[config.mk]
export PLATFORM = sky130hd
export DESIGN_NAME = cat_trap_controller
export DESIGN_NICKNAME = d
export VERILOG_FILES = /design/src/rtl/cat_trap_controller.sv
export SDC_FILE = /design/constraint.sdc
export NUM_CORES = 1
export LEC_CHECK = 0
export ABC_AREA = 1
export CAP_MARGIN = 5
export CORE_ASPECT_RATIO = 0.75
export CORE_MARGIN = 4
export CORE_UTILIZATION = 40
export DETAILED_ROUTE_END_ITERATION = 12
export HOLD_SLACK_MARGIN = 0.12
export PLACE_DENSITY = 0.7
export SYNTH_ARGS = -nofsm -noshare
export SYNTH_HDL_FRONTEND = slang
export SYNTH_SLANG_ARGS = --single-unit
[constraint.sdc]
create_clock -name clk -period 4.15 [get_ports clk]
set_input_delay 0.415 -clock clk [delete_from_list [all_inputs] [get_ports clk]]
set_output_delay 0.415 -clock clk [all_outputs]
set_load 0.01 [all_outputs]
[src/rtl/cat_trap_controller.sv]
// Cat Trap game sequencer: owns the 8x8 occupancy map, cat and cursor, and
// walks the cat's four neighbours one per cycle after every placed block.
module cat_trap_controller #(
  parameter logic [2:0] CAT_ROW0 = 3'd3,
  parameter logic [2:0] CAT_COL0 = 3'd3
) (
  input  logic        clk,
  input  logic        reset,
  input  logic        btn_next,
  input  logic        btn_select,
  output logic [63:0] blocked,
  output logic [2:0]  cat_row,
  output logic [2:0]  cat_col,
  output logic [2:0]  cursor_row,
  output logic [2:0]  cursor_col,
  output logic [2:0]  game_state,
  output logic        busy
);

  typedef enum logic [2:0] {
    ST_START = 3'd0,
    ST_PLAY  = 3'd1,
    ST_CHECK = 3'd2,
    ST_SCAN  = 3'd3,
    ST_OVER  = 3'd4,
    ST_WIN   = 3'd5
  } state_t;

  state_t      state_r, state_s;
  logic [63:0] blocked_r, blocked_s;
  logic [2:0]  cat_row_r, cat_row_s, cat_col_r, cat_col_s;
  logic [2:0]  cur_row_r, cur_row_s, cur_col_r, cur_col_s;
  logic [1:0]  dir_r, dir_s;
  logic        busy_r;
  logic [2:0]  nb_row_s, nb_col_s;
  logic [5:0]  cur_idx_s, nb_idx_s;
  logic        cur_free_s;

  function automatic logic on_border(input logic [2:0] row, input logic [2:0] col);
    on_border = (row == 3'd0) || (row == 3'd7) || (col == 3'd0) || (col == 3'd7);
  endfunction

  assign cur_idx_s  = {cur_row_r, cur_col_r};
  assign nb_idx_s   = {nb_row_s, nb_col_s};
  assign cur_free_s = !blocked_r[cur_idx_s] &&
                      !((cur_row_r == cat_row_r) && (cur_col_r == cat_col_r));

  // Neighbour under examination for the current scan direction
  always_comb begin
    nb_row_s = cat_row_r;
    nb_col_s = cat_col_r;
    case (dir_r)
      2'd0:    nb_row_s = cat_row_r - 3'd1;
      2'd1:    nb_col_s = cat_col_r + 3'd1;
      2'd2:    nb_row_s = cat_row_r + 3'd1;
      2'd3:    nb_col_s = cat_col_r - 3'd1;
      default: nb_row_s = cat_row_r;
    endcase
  end

  // Game flow next-state and board updates
  always_comb begin
    state_s   = state_r;
    blocked_s = blocked_r;
    cat_row_s = cat_row_r;
    cat_col_s = cat_col_r;
    cur_row_s = cur_row_r;
    cur_col_s = cur_col_r;
    dir_s     = dir_r;
    case (state_r)
      ST_START: begin
        if (btn_select) begin
          blocked_s = 64'd0;
          cat_row_s = CAT_ROW0;
          cat_col_s = CAT_COL0;
          cur_row_s = 3'd0;
          cur_col_s = 3'd0;
          state_s   = ST_PLAY;
        end else begin
          state_s = ST_START;
        end
      end
      ST_PLAY: begin
        // select wins over next; a refused select leaves the cursor put
        if (btn_select) begin
          if (cur_free_s) begin
            blocked_s[cur_idx_s] = 1'b1;
            state_s              = ST_CHECK;
          end else begin
            state_s = ST_PLAY;
          end
        end else if (btn_next) begin
          {cur_row_s, cur_col_s} = cur_idx_s + 6'd1;
        end else begin
          state_s = ST_PLAY;
        end
      end
      ST_CHECK: begin
        if (on_border(cat_row_r, cat_col_r)) begin
          state_s = ST_OVER;
        end else begin
          dir_s   = 2'd0;
          state_s = ST_SCAN;
        end
      end
      ST_SCAN: begin
        if (!blocked_r[nb_idx_s]) begin
          cat_row_s = nb_row_s;
          cat_col_s = nb_col_s;
          state_s   = ST_PLAY;
        end else if (dir_r != 2'd3) begin
          dir_s = dir_r + 2'd1;
        end else begin
          state_s = ST_WIN;
        end
      end
      ST_OVER, ST_WIN: begin
        if (btn_select) begin
          state_s = ST_START;
        end else begin
          state_s = state_r;
        end
      end
      default: state_s = ST_START;
    endcase
  end

  // State, board and position registers
  always_ff @(posedge clk) begin
    if (reset) begin
      state_r   <= ST_START;
      blocked_r <= 64'd0;
      cat_row_r <= CAT_ROW0;
      cat_col_r <= CAT_COL0;
      cur_row_r <= 3'd0;
      cur_col_r <= 3'd0;
      dir_r     <= 2'd0;
      busy_r    <= 1'b0;
    end else begin
      state_r   <= state_s;
      blocked_r <= blocked_s;
      cat_row_r <= cat_row_s;
      cat_col_r <= cat_col_s;
      cur_row_r <= cur_row_s;
      cur_col_r <= cur_col_s;
      dir_r     <= dir_s;
      busy_r    <= (state_s == ST_CHECK) || (state_s == ST_SCAN);
    end
  end

  assign blocked    = blocked_r;
  assign cat_row    = cat_row_r;
  assign cat_col    = cat_col_r;
  assign cursor_row = cur_row_r;
  assign cursor_col = cur_col_r;
  assign game_state = state_r;
  assign busy       = busy_r;

endmodule
==> After elaboration in Yosys (flattened, before gate mapping) <==
Index checks and enable logic that the tools add are counted.
{ "word_totals": {"out_inout_bits": 80, "in_bits": 4, "regBits": 82, "wordCells": 100} }
{ "classes": {"n_reduce_logical": 21, "n_mux": 37, "n_addsub": 6, "magnitude_cmp": 3, "n_eq_ne": 24, "n_bitwise": 1} }
{ "ops": {"columns": ["cell", "count"], "rows": [
  ["$mux 64", 3],
  ["$pmux 64 s2", 1],
  ["$or 64x64->64", 1],
  ["$mux 3", 14],
  ["$pmux 3 s2", 6],
  ["$ne 2x2->1 const B", 10],
  ["$pmux 3 s5", 1],
  ["$lt 6x7->1 const B", 2],
  ["$bmux 1 s6", 2],
  ["$eq 3x2->1 const B", 4],
  ["$eq 3x3->1 const B", 4],
  ["$reduce_and 4->1", 3],
  ["$logic_not 3->1", 3],
  ["$mux 2", 4],
  ["$add 3x1->3 const B", 2],
  ["$add 6x1->6 const B", 1],
  ["$demux 1 s6", 1],
  ["$eq 3x3->1", 2],
  ["$ge 6x1->1 const B", 1],
  ["$reduce_bool 2->1", 3],
  ["$sub 3x1->3 const B", 2],
  ["$eq 2x2->1 const B", 2],
  ["$logic_or 1x1->1", 4],
  ["$mux 1", 4],
  ["other kinds (9)", 12]
]} }

==> Depth between registers and ports, before layout <==
{ "depth": {"word_depth": 9, "mapped_depth": 22} }

==> Worst setup path before layout <==
No wires, ideal clock.
{ "synth_timing": {"path_type": "reg-to-reg", "from": "register dir_r[0]", "to": "register cat_row_r[2], in the netlist cat_row[2]", "path_stages_with_launch": 18, "slack_ns": 1.610, "setup_ns": 0.113, "arrival_ns": 2.427, "n_path_buf": 2, "t_required_ns": 4.037, "cell_sequence": "dfxtp_1 -> ha_1 -> clkbuf_1 -> xor2_1 -> ha_1 -> o21ai_2 -> buf_2 -> nand3_1 -> nand3_1 -> nand3_1 -> nand3_1 -> nand3_2 -> nand2_2 -> nand2_4 -> nand2_4 -> nand2_1 -> nand2_1 -> nor2_1"} }
{ "synth_via": {"elab_chain_len": 6, "word_cells_on_any_way": 12, "classes_between": "eq/ne: 4; mux: 6; reduce/logical: 2"} }
{ "synth_lines": {"columns": ["element", "line", "source"], "rows": [
  ["start, declared", "33", "logic [1:0] dir_r, dir_s;"],
  ["start signal, assigned", "146", "dir_r <= dir_s;"],
  ["$eq 2x2->1 (tied with other cells)", "52", "case (dir_r)"],
  ["$pmux 3 s2", "52", null],
  ["$bmux 1 s6", "107", "if (!blocked_r[nb_idx_s]) begin"],
  ["$mux 1 (implied by the code)", "107", null],
  ["$ne 2x2->1 (no line)", null, null],
  ["$reduce_and 3->1 (no line)", null, null],
  ["end signal, assigned", "142", "cat_row_r <= cat_row_s;"],
  ["end, declared", "31", "logic [2:0] cat_row_r, cat_row_s, cat_col_r, cat_col_s;"]
]} }
Several ways; a longest one is shown, not always the timed one. The select of a mux whose other input is x is not followed.
A chain may end at the register's enable or synchronous reset.

==> Worst setup path after layout <==
{ "layout_timing": {"from": "register dir_r[1]", "to": "register cat_col_r[1], in the netlist cat_col[1]"} }
{ "layout_via": {"elab_chain_len": 6, "word_cells_on_any_way": 12, "classes_between": "eq/ne: 4; mux: 6; reduce/logical: 2"} }
{ "layout_lines": {"columns": ["element", "line", "source"], "rows": [
  ["$eq 2x2->1 (tied with other cells)", "52", null],
  ["$pmux 3 s2", "52", null],
  ["$bmux 1 s6", "107", null],
  ["$mux 1 (implied by the code)", "107", null],
  ["$ne 2x2->1 (no line)", null, null],
  ["$reduce_and 3->1 (no line)", null, null],
  ["end signal, assigned", "143", "cat_col_r <= cat_col_s;"],
  ["end, declared", "31", null]
]} }
Several ways; a longest one is shown, not always the timed one. The select of a mux whose other input is x is not followed.

==> Flow_metrics.wiki <==
{| class="wikitable"
! Metric !! Value
|-
| Status || completed
|-
| Maximum clock skew at final layout || 0.00440 ns
|-
| Final TNS setup || 0 ns
|-
| Maximum number of pins on one net before global-route repair || 66
|-
| I/O pins || 84
|-
| Most area-consuming cells after synthesis || sky130_fd_sc_hd__dfxtp_1 33%, sky130_fd_sc_hd__nand2_1 10%, sky130_fd_sc_hd__nand4_1 9.1%, sky130_fd_sc_hd__nand3_1 8.1%, sky130_fd_sc_hd__a21oi_1 7.7%
|-
| Overall die width || 136 microns
|-
| Total number of yosys warnings || 0
|-
| Total net switching power || roughly 900 uW
|-
| Slew at the pin closest to its max-slew limit || between 1 and 1.5 ns
|-
| Fin util || 0.516
|-
| Number of global-route vias before repair || around 5300
|-
| Rel. slew slack || 0.249
|-
| Share of total power in sequential cells || 0.349
|-
| Post-DRT Antenna Nets || 0
|-
| Placeable core area || 11800 sq um
|-
| Routability Congestion || approximately 0.97
|-
| Initial cell density of the core || 0.417
|-
| Placed Instance Area || approximately 5800 sq um
|-
| Simple logic cell fraction of the synthesized area || 0.357
|-
| Xor/xnor cell area share of the yosys netlist || 0.00889
|-
| Synth Area per Inst || approximately 6.8 sq um
|-
| Fin. max-slew vios || 0
|-
| PostCTS Resize Cnt || 0
|-
| Internal power component || 1560 uW
|-
| Total Routed Length || between 15000 and 20000 microns
|-
| Cells after DPL || approximately 940
|-
| Largest delay contributor family on the critical path || simple AND/OR/NAND/NOR gates
|-
| Leakage || about 0.0021 uW
|-
| Final count of negative-setup-slack endpoints || 0
|-
| Skew-Pair Late Insertion Delay || between 0.3 and 0.4 ns
|-
| Number of buffers inserted for hold repair after clock tree synthesis || 0
|-
| Data arrival at the endpoint of the critical path || around 3.6 ns
|-
| Initial antenna violation count || 0
|-
| Crit path top cell by count || sky130_fd_sc_hd__nand3_1
|-
| Cell area power density || between 300 and 400 nW/um^2
|-
| Worst-case setup slack after placement || between 0.9 and 1 ns
|-
| Via density per instance || slightly below 6
|-
| Number of endpoints with negative hold slack in the final report || 0
|-
| Critical path class || reg2reg
|-
| Inserted Clock Buffers || 9
|-
| Syn Inst Count || approximately 730
|-
| Adder and majority cell fraction of the synthesized area || 0.0218
|-
| Number of vias in the routed layout || about 5600
|-
| Pre-Repair DR Iteration Count || 6
|-
| Area growth from synthesis to final layout || 23.9%
|-
| Sequential-to-total area share from yosys stat || 0.333
|-
| Final-stage net count || ~810
|-
| Clock-pin slew on the worst setup and hold paths || 0.06 ns
|-
| Period Utilization, post-route || 0.805
|-
| WP data required || roughly 4.4 ns
|-
| Portion of synthesized cell area occupied by the leading cell type || 0.333
|-
| Count of buffers inserted at the top-level ports || 83
|-
| Biggest area consumer among synthesized cells || sky130_fd_sc_hd__dfxtp_1
|-
| Count of buffers added by post-CTS timing repair for setup || 0
|-
| CTS sink cnt || between 80 and 90
|-
| Share of cell area taken by muxes after synthesis || 0
|-
| Switching portion of total power || 0.360
|-
| Minimum setup slack in the final design || between 0.8 and 0.9 ns
|-
| Total buffers and inverters traversed by the critical path || 1
|-
| Fmax || about 0.30 GHz
|-
| Largest family of logic cells by synthesized area || simple AND/OR/NAND/NOR gates
|-
| Dpl hpwl || 12400 microns
|-
| Critical path cell sequence || inv_1 -> ha_1 -> nor2_2 -> nand2_1 -> nand2_1 -> nand2_1 -> nand3_1 -> nand3_1 -> nand3_1 -> nand3_1 -> nand3_2 -> nand2_2 -> nand2_4 -> nand2_4 -> o21ai_1 -> nand3_1
|-
| Post-route DRC violation count || 0
|-
| Worst min-delay path category || reg2reg
|-
| Number of H-tree branching levels || 3
|-
| Fraction of layout cells with a size suffix above 1 || 0.0665
|-
| Worst hold path depth || 2
|-
| GR Overflow Total || 0
|-
| Detailed-route wire length per cell || ~19 microns
|-
| Overall global routing resource usage || 0.255
|-
| DIE HEIGHT || between 100 and 150 microns
|-
| Time the worst path needs with I/O delays and setup || 3.34 ns
|-
| Clock tree from TritonCTS || yes
|-
| Number of design-rule violations left by the first detailed-router iteration || slightly above 800
|-
| Reg2reg path depth || 16
|-
| Design area || around 6000 sq um
|-
| Crit end category || flop
|-
| Longest individual stage delay on the worst path || approximately 0.84 ns
|-
| Clk pwr share || 0.362
|-
| Row count || 34
|-
| Combinational cell fraction of total power || 0.289
|-
| Maximum number of buffers from clock root to sink || 2
|-
| Critical path launch point type || flop
|-
| Max-cap viol count || 0
|-
| Worst path slowest cell || sky130_fd_sc_hd__nand2_1
|-
| Post-synthesis cell area || between 4000 and 5000 sq um
|-
| Die footprint || around 14000 sq um
|-
| Largest vdd supply drop || about 200 uV
|-
| Library cells used by synthesis || 40
|-
| Wire length of the first global-routing pass || approximately 29000 microns
|-
| CTS Root Buffer Type || sky130_fd_sc_hd__clkbuf_16
|-
| Area fraction in compound gates after synthesis || 0.140
|-
| Synthesized netlist net count || 741
|-
| Number of synthesized register bits || just over 80
|-
| Cell depth of the worst setup path || 16
|-
| Post-Layout Cell Count || about 960
|-
| RSZ-0062 raised after global routing || false
|-
| Count of antenna diodes in the layout || 0
|-
| Largest driver fanout on the critical path || 29
|}
==> worst reg2reg max path, delay by kind of cell (launching register included) <==
family | cells | cell delay [ns]
AND/OR/NAND/NOR | 13 | 2.45
flip-flops | 1 | 0.38
adder cells (fa/ha/maj) | 1 | 0.22
buffers and inverters | 1 | 0.10
AO/OA/AOI/OAI | 1 | 0.09
==> kinds of logic (layout without fill, tap and decap cells) <==
kind of cell,after synthesis,in the layout
simple gates,359,359
buf+inv,152,220
compound gates,123,123
flops,82,82
fa+ha+maj,8,8
xor+xnor,5,5
==> per-stage QoR <==
stage	hold WS, ns	power (uW)
CTS	0.487	2420
detailed placement	0.478	1540
global route	0.513	2530
floorplan	0.484	1350
finish	0.486	2440
global placement	0.471	1540
==> layout by cell type (no fill, tap or decap), types with 2 or more instances in the layout <==
| cell | n |
|---|---|
| sky130_fd_sc_hd__a211oi_1 | 2 |
| sky130_fd_sc_hd__a21oi_1 | 76 |
| sky130_fd_sc_hd__a22oi_1 | 8 |
| sky130_fd_sc_hd__a31oi_1 | 2 |
| sky130_fd_sc_hd__buf_4 | 11 |
| sky130_fd_sc_hd__bufinv_16 | 2 |
| sky130_fd_sc_hd__clkbuf_1 | 2 |
| sky130_fd_sc_hd__clkbuf_16 | 9 |
| sky130_fd_sc_hd__clkbuf_8 | 2 |
| sky130_fd_sc_hd__clkdlybuf4s50_1 | 83 |
| sky130_fd_sc_hd__clkinv_1 | 2 |
| sky130_fd_sc_hd__dfxtp_1 | 82 |
| sky130_fd_sc_hd__ha_1 | 7 |
| sky130_fd_sc_hd__inv_1 | 100 |
| sky130_fd_sc_hd__inv_2 | 8 |
| sky130_fd_sc_hd__nand2_1 | 136 |
| sky130_fd_sc_hd__nand2_2 | 2 |
| sky130_fd_sc_hd__nand2_4 | 4 |
| sky130_fd_sc_hd__nand3_1 | 80 |
| sky130_fd_sc_hd__nand3_2 | 7 |
| sky130_fd_sc_hd__nand4_1 | 72 |
| sky130_fd_sc_hd__nor2_1 | 35 |
| sky130_fd_sc_hd__nor2_2 | 2 |
| sky130_fd_sc_hd__nor3_1 | 14 |
| sky130_fd_sc_hd__nor4_1 | 2 |
| sky130_fd_sc_hd__o21ai_0 | 11 |
| sky130_fd_sc_hd__o21ai_1 | 4 |
| sky130_fd_sc_hd__o22ai_1 | 14 |
| sky130_fd_sc_hd__xor2_1 | 4 |
==> final timing paths <==
| kind | startpoint | end | slack [ns] |
|---|---|---|---|
| max | dir_r[1]$_SDFFE_PP0P_ | cat_col[1]$_SDFFE_PP1P_ | 0.81 |
| min | blocked[29]$_SDFFE_PP0P_ | blocked[29]$_SDFFE_PP0P_ | 0.49 |
| max reg2reg | dir_r[1]$_SDFFE_PP0P_ | cat_col[1]$_SDFFE_PP1P_ | 0.81 |
| min reg2reg | blocked[29]$_SDFFE_PP0P_ | blocked[29]$_SDFFE_PP0P_ | 0.49 |
==> cell usage after synthesis <==
master                      number
sky130_fd_sc_hd__clkinv_1        2
sky130_fd_sc_hd__nor2_2          2
sky130_fd_sc_hd__nand3_2         7
sky130_fd_sc_hd__inv_1         100
sky130_fd_sc_hd__nand3_4         1
sky130_fd_sc_hd__o21ai_4         1
sky130_fd_sc_hd__o22ai_1        14
sky130_fd_sc_hd__a41oi_1         1
sky130_fd_sc_hd__a311oi_1        1
sky130_fd_sc_hd__a21oi_1        76
sky130_fd_sc_hd__xor2_1          4
sky130_fd_sc_hd__nor3_1         14
sky130_fd_sc_hd__nand3_1        80
sky130_fd_sc_hd__nand3b_1        1
sky130_fd_sc_hd__buf_6          11
sky130_fd_sc_hd__o2111ai_1       1
sky130_fd_sc_hd__nand4_1        72
sky130_fd_sc_hd__a211oi_1        2
sky130_fd_sc_hd__o21ai_2         1
sky130_fd_sc_hd__o21a_1          1
sky130_fd_sc_hd__nor3_2          1
sky130_fd_sc_hd__inv_2           8
sky130_fd_sc_hd__nand2_4         4
sky130_fd_sc_hd__xnor2_1         1
sky130_fd_sc_hd__a22oi_1         8
sky130_fd_sc_hd__nor2_1         36
sky130_fd_sc_hd__inv_4           1
sky130_fd_sc_hd__buf_2          10
sky130_fd_sc_hd__buf_4           5
sky130_fd_sc_hd__dfxtp_1        82
sky130_fd_sc_hd__fa_1            1
sky130_fd_sc_hd__o21ai_0        11
sky130_fd_sc_hd__nor3b_1         1
sky130_fd_sc_hd__ha_1            7
sky130_fd_sc_hd__nand2_2         1
sky130_fd_sc_hd__nor4_1          2
sky130_fd_sc_hd__o21ai_1         4
sky130_fd_sc_hd__a31oi_1         2
sky130_fd_sc_hd__nand2_1       137
sky130_fd_sc_hd__clkbuf_1       15
==> layer usage <==
layer	wire length (microns)	GRT usage	vias to the layer above
met2	7660	0.361	377
li1	-	-	2599
met1	7950	0.378	2581
met5	0	0	-
met3	2130	0.0638	62
met4	522	0.0770	0
==> area by class of cell <==
| class | count | area [sq um] |
|---|---|---|
| sequential | 82 | 1640 |
| multi-input combinational | 495 | 2610 |
| timing repair buffer | 94 | 913 |
| clock buffer | 13 | 260 |
| fill | 1195 | 5720 |
| tap | 162 | 203 |
| inverter | 111 | 419 |
| clock inverter | 2 | 60.1 |
==> power by group through the flow <==
| stage | sequential, uW | clock, uW | combinational, uW |
|---|---|---|---|
| after global placement | 868 | 0 | 670 |
| after CTS | 852 | 887 | 678 |
| after detailed placement | 869 | 0 | 674 |
| after floorplan | 857 | 0 | 495 |
| final | 853 | 884 | 705 |
| after global routing | 857 | 919 | 750 |
==> sequential cells by signal, summed over array words and instances, names as in the netlist <==
signal	flops
game_state	3
cat_col	3
cursor_row	3
cat_row	3
busy	1
blocked	64
dir_r	2
cursor_col	3
(Power assumes the default switching activity.)
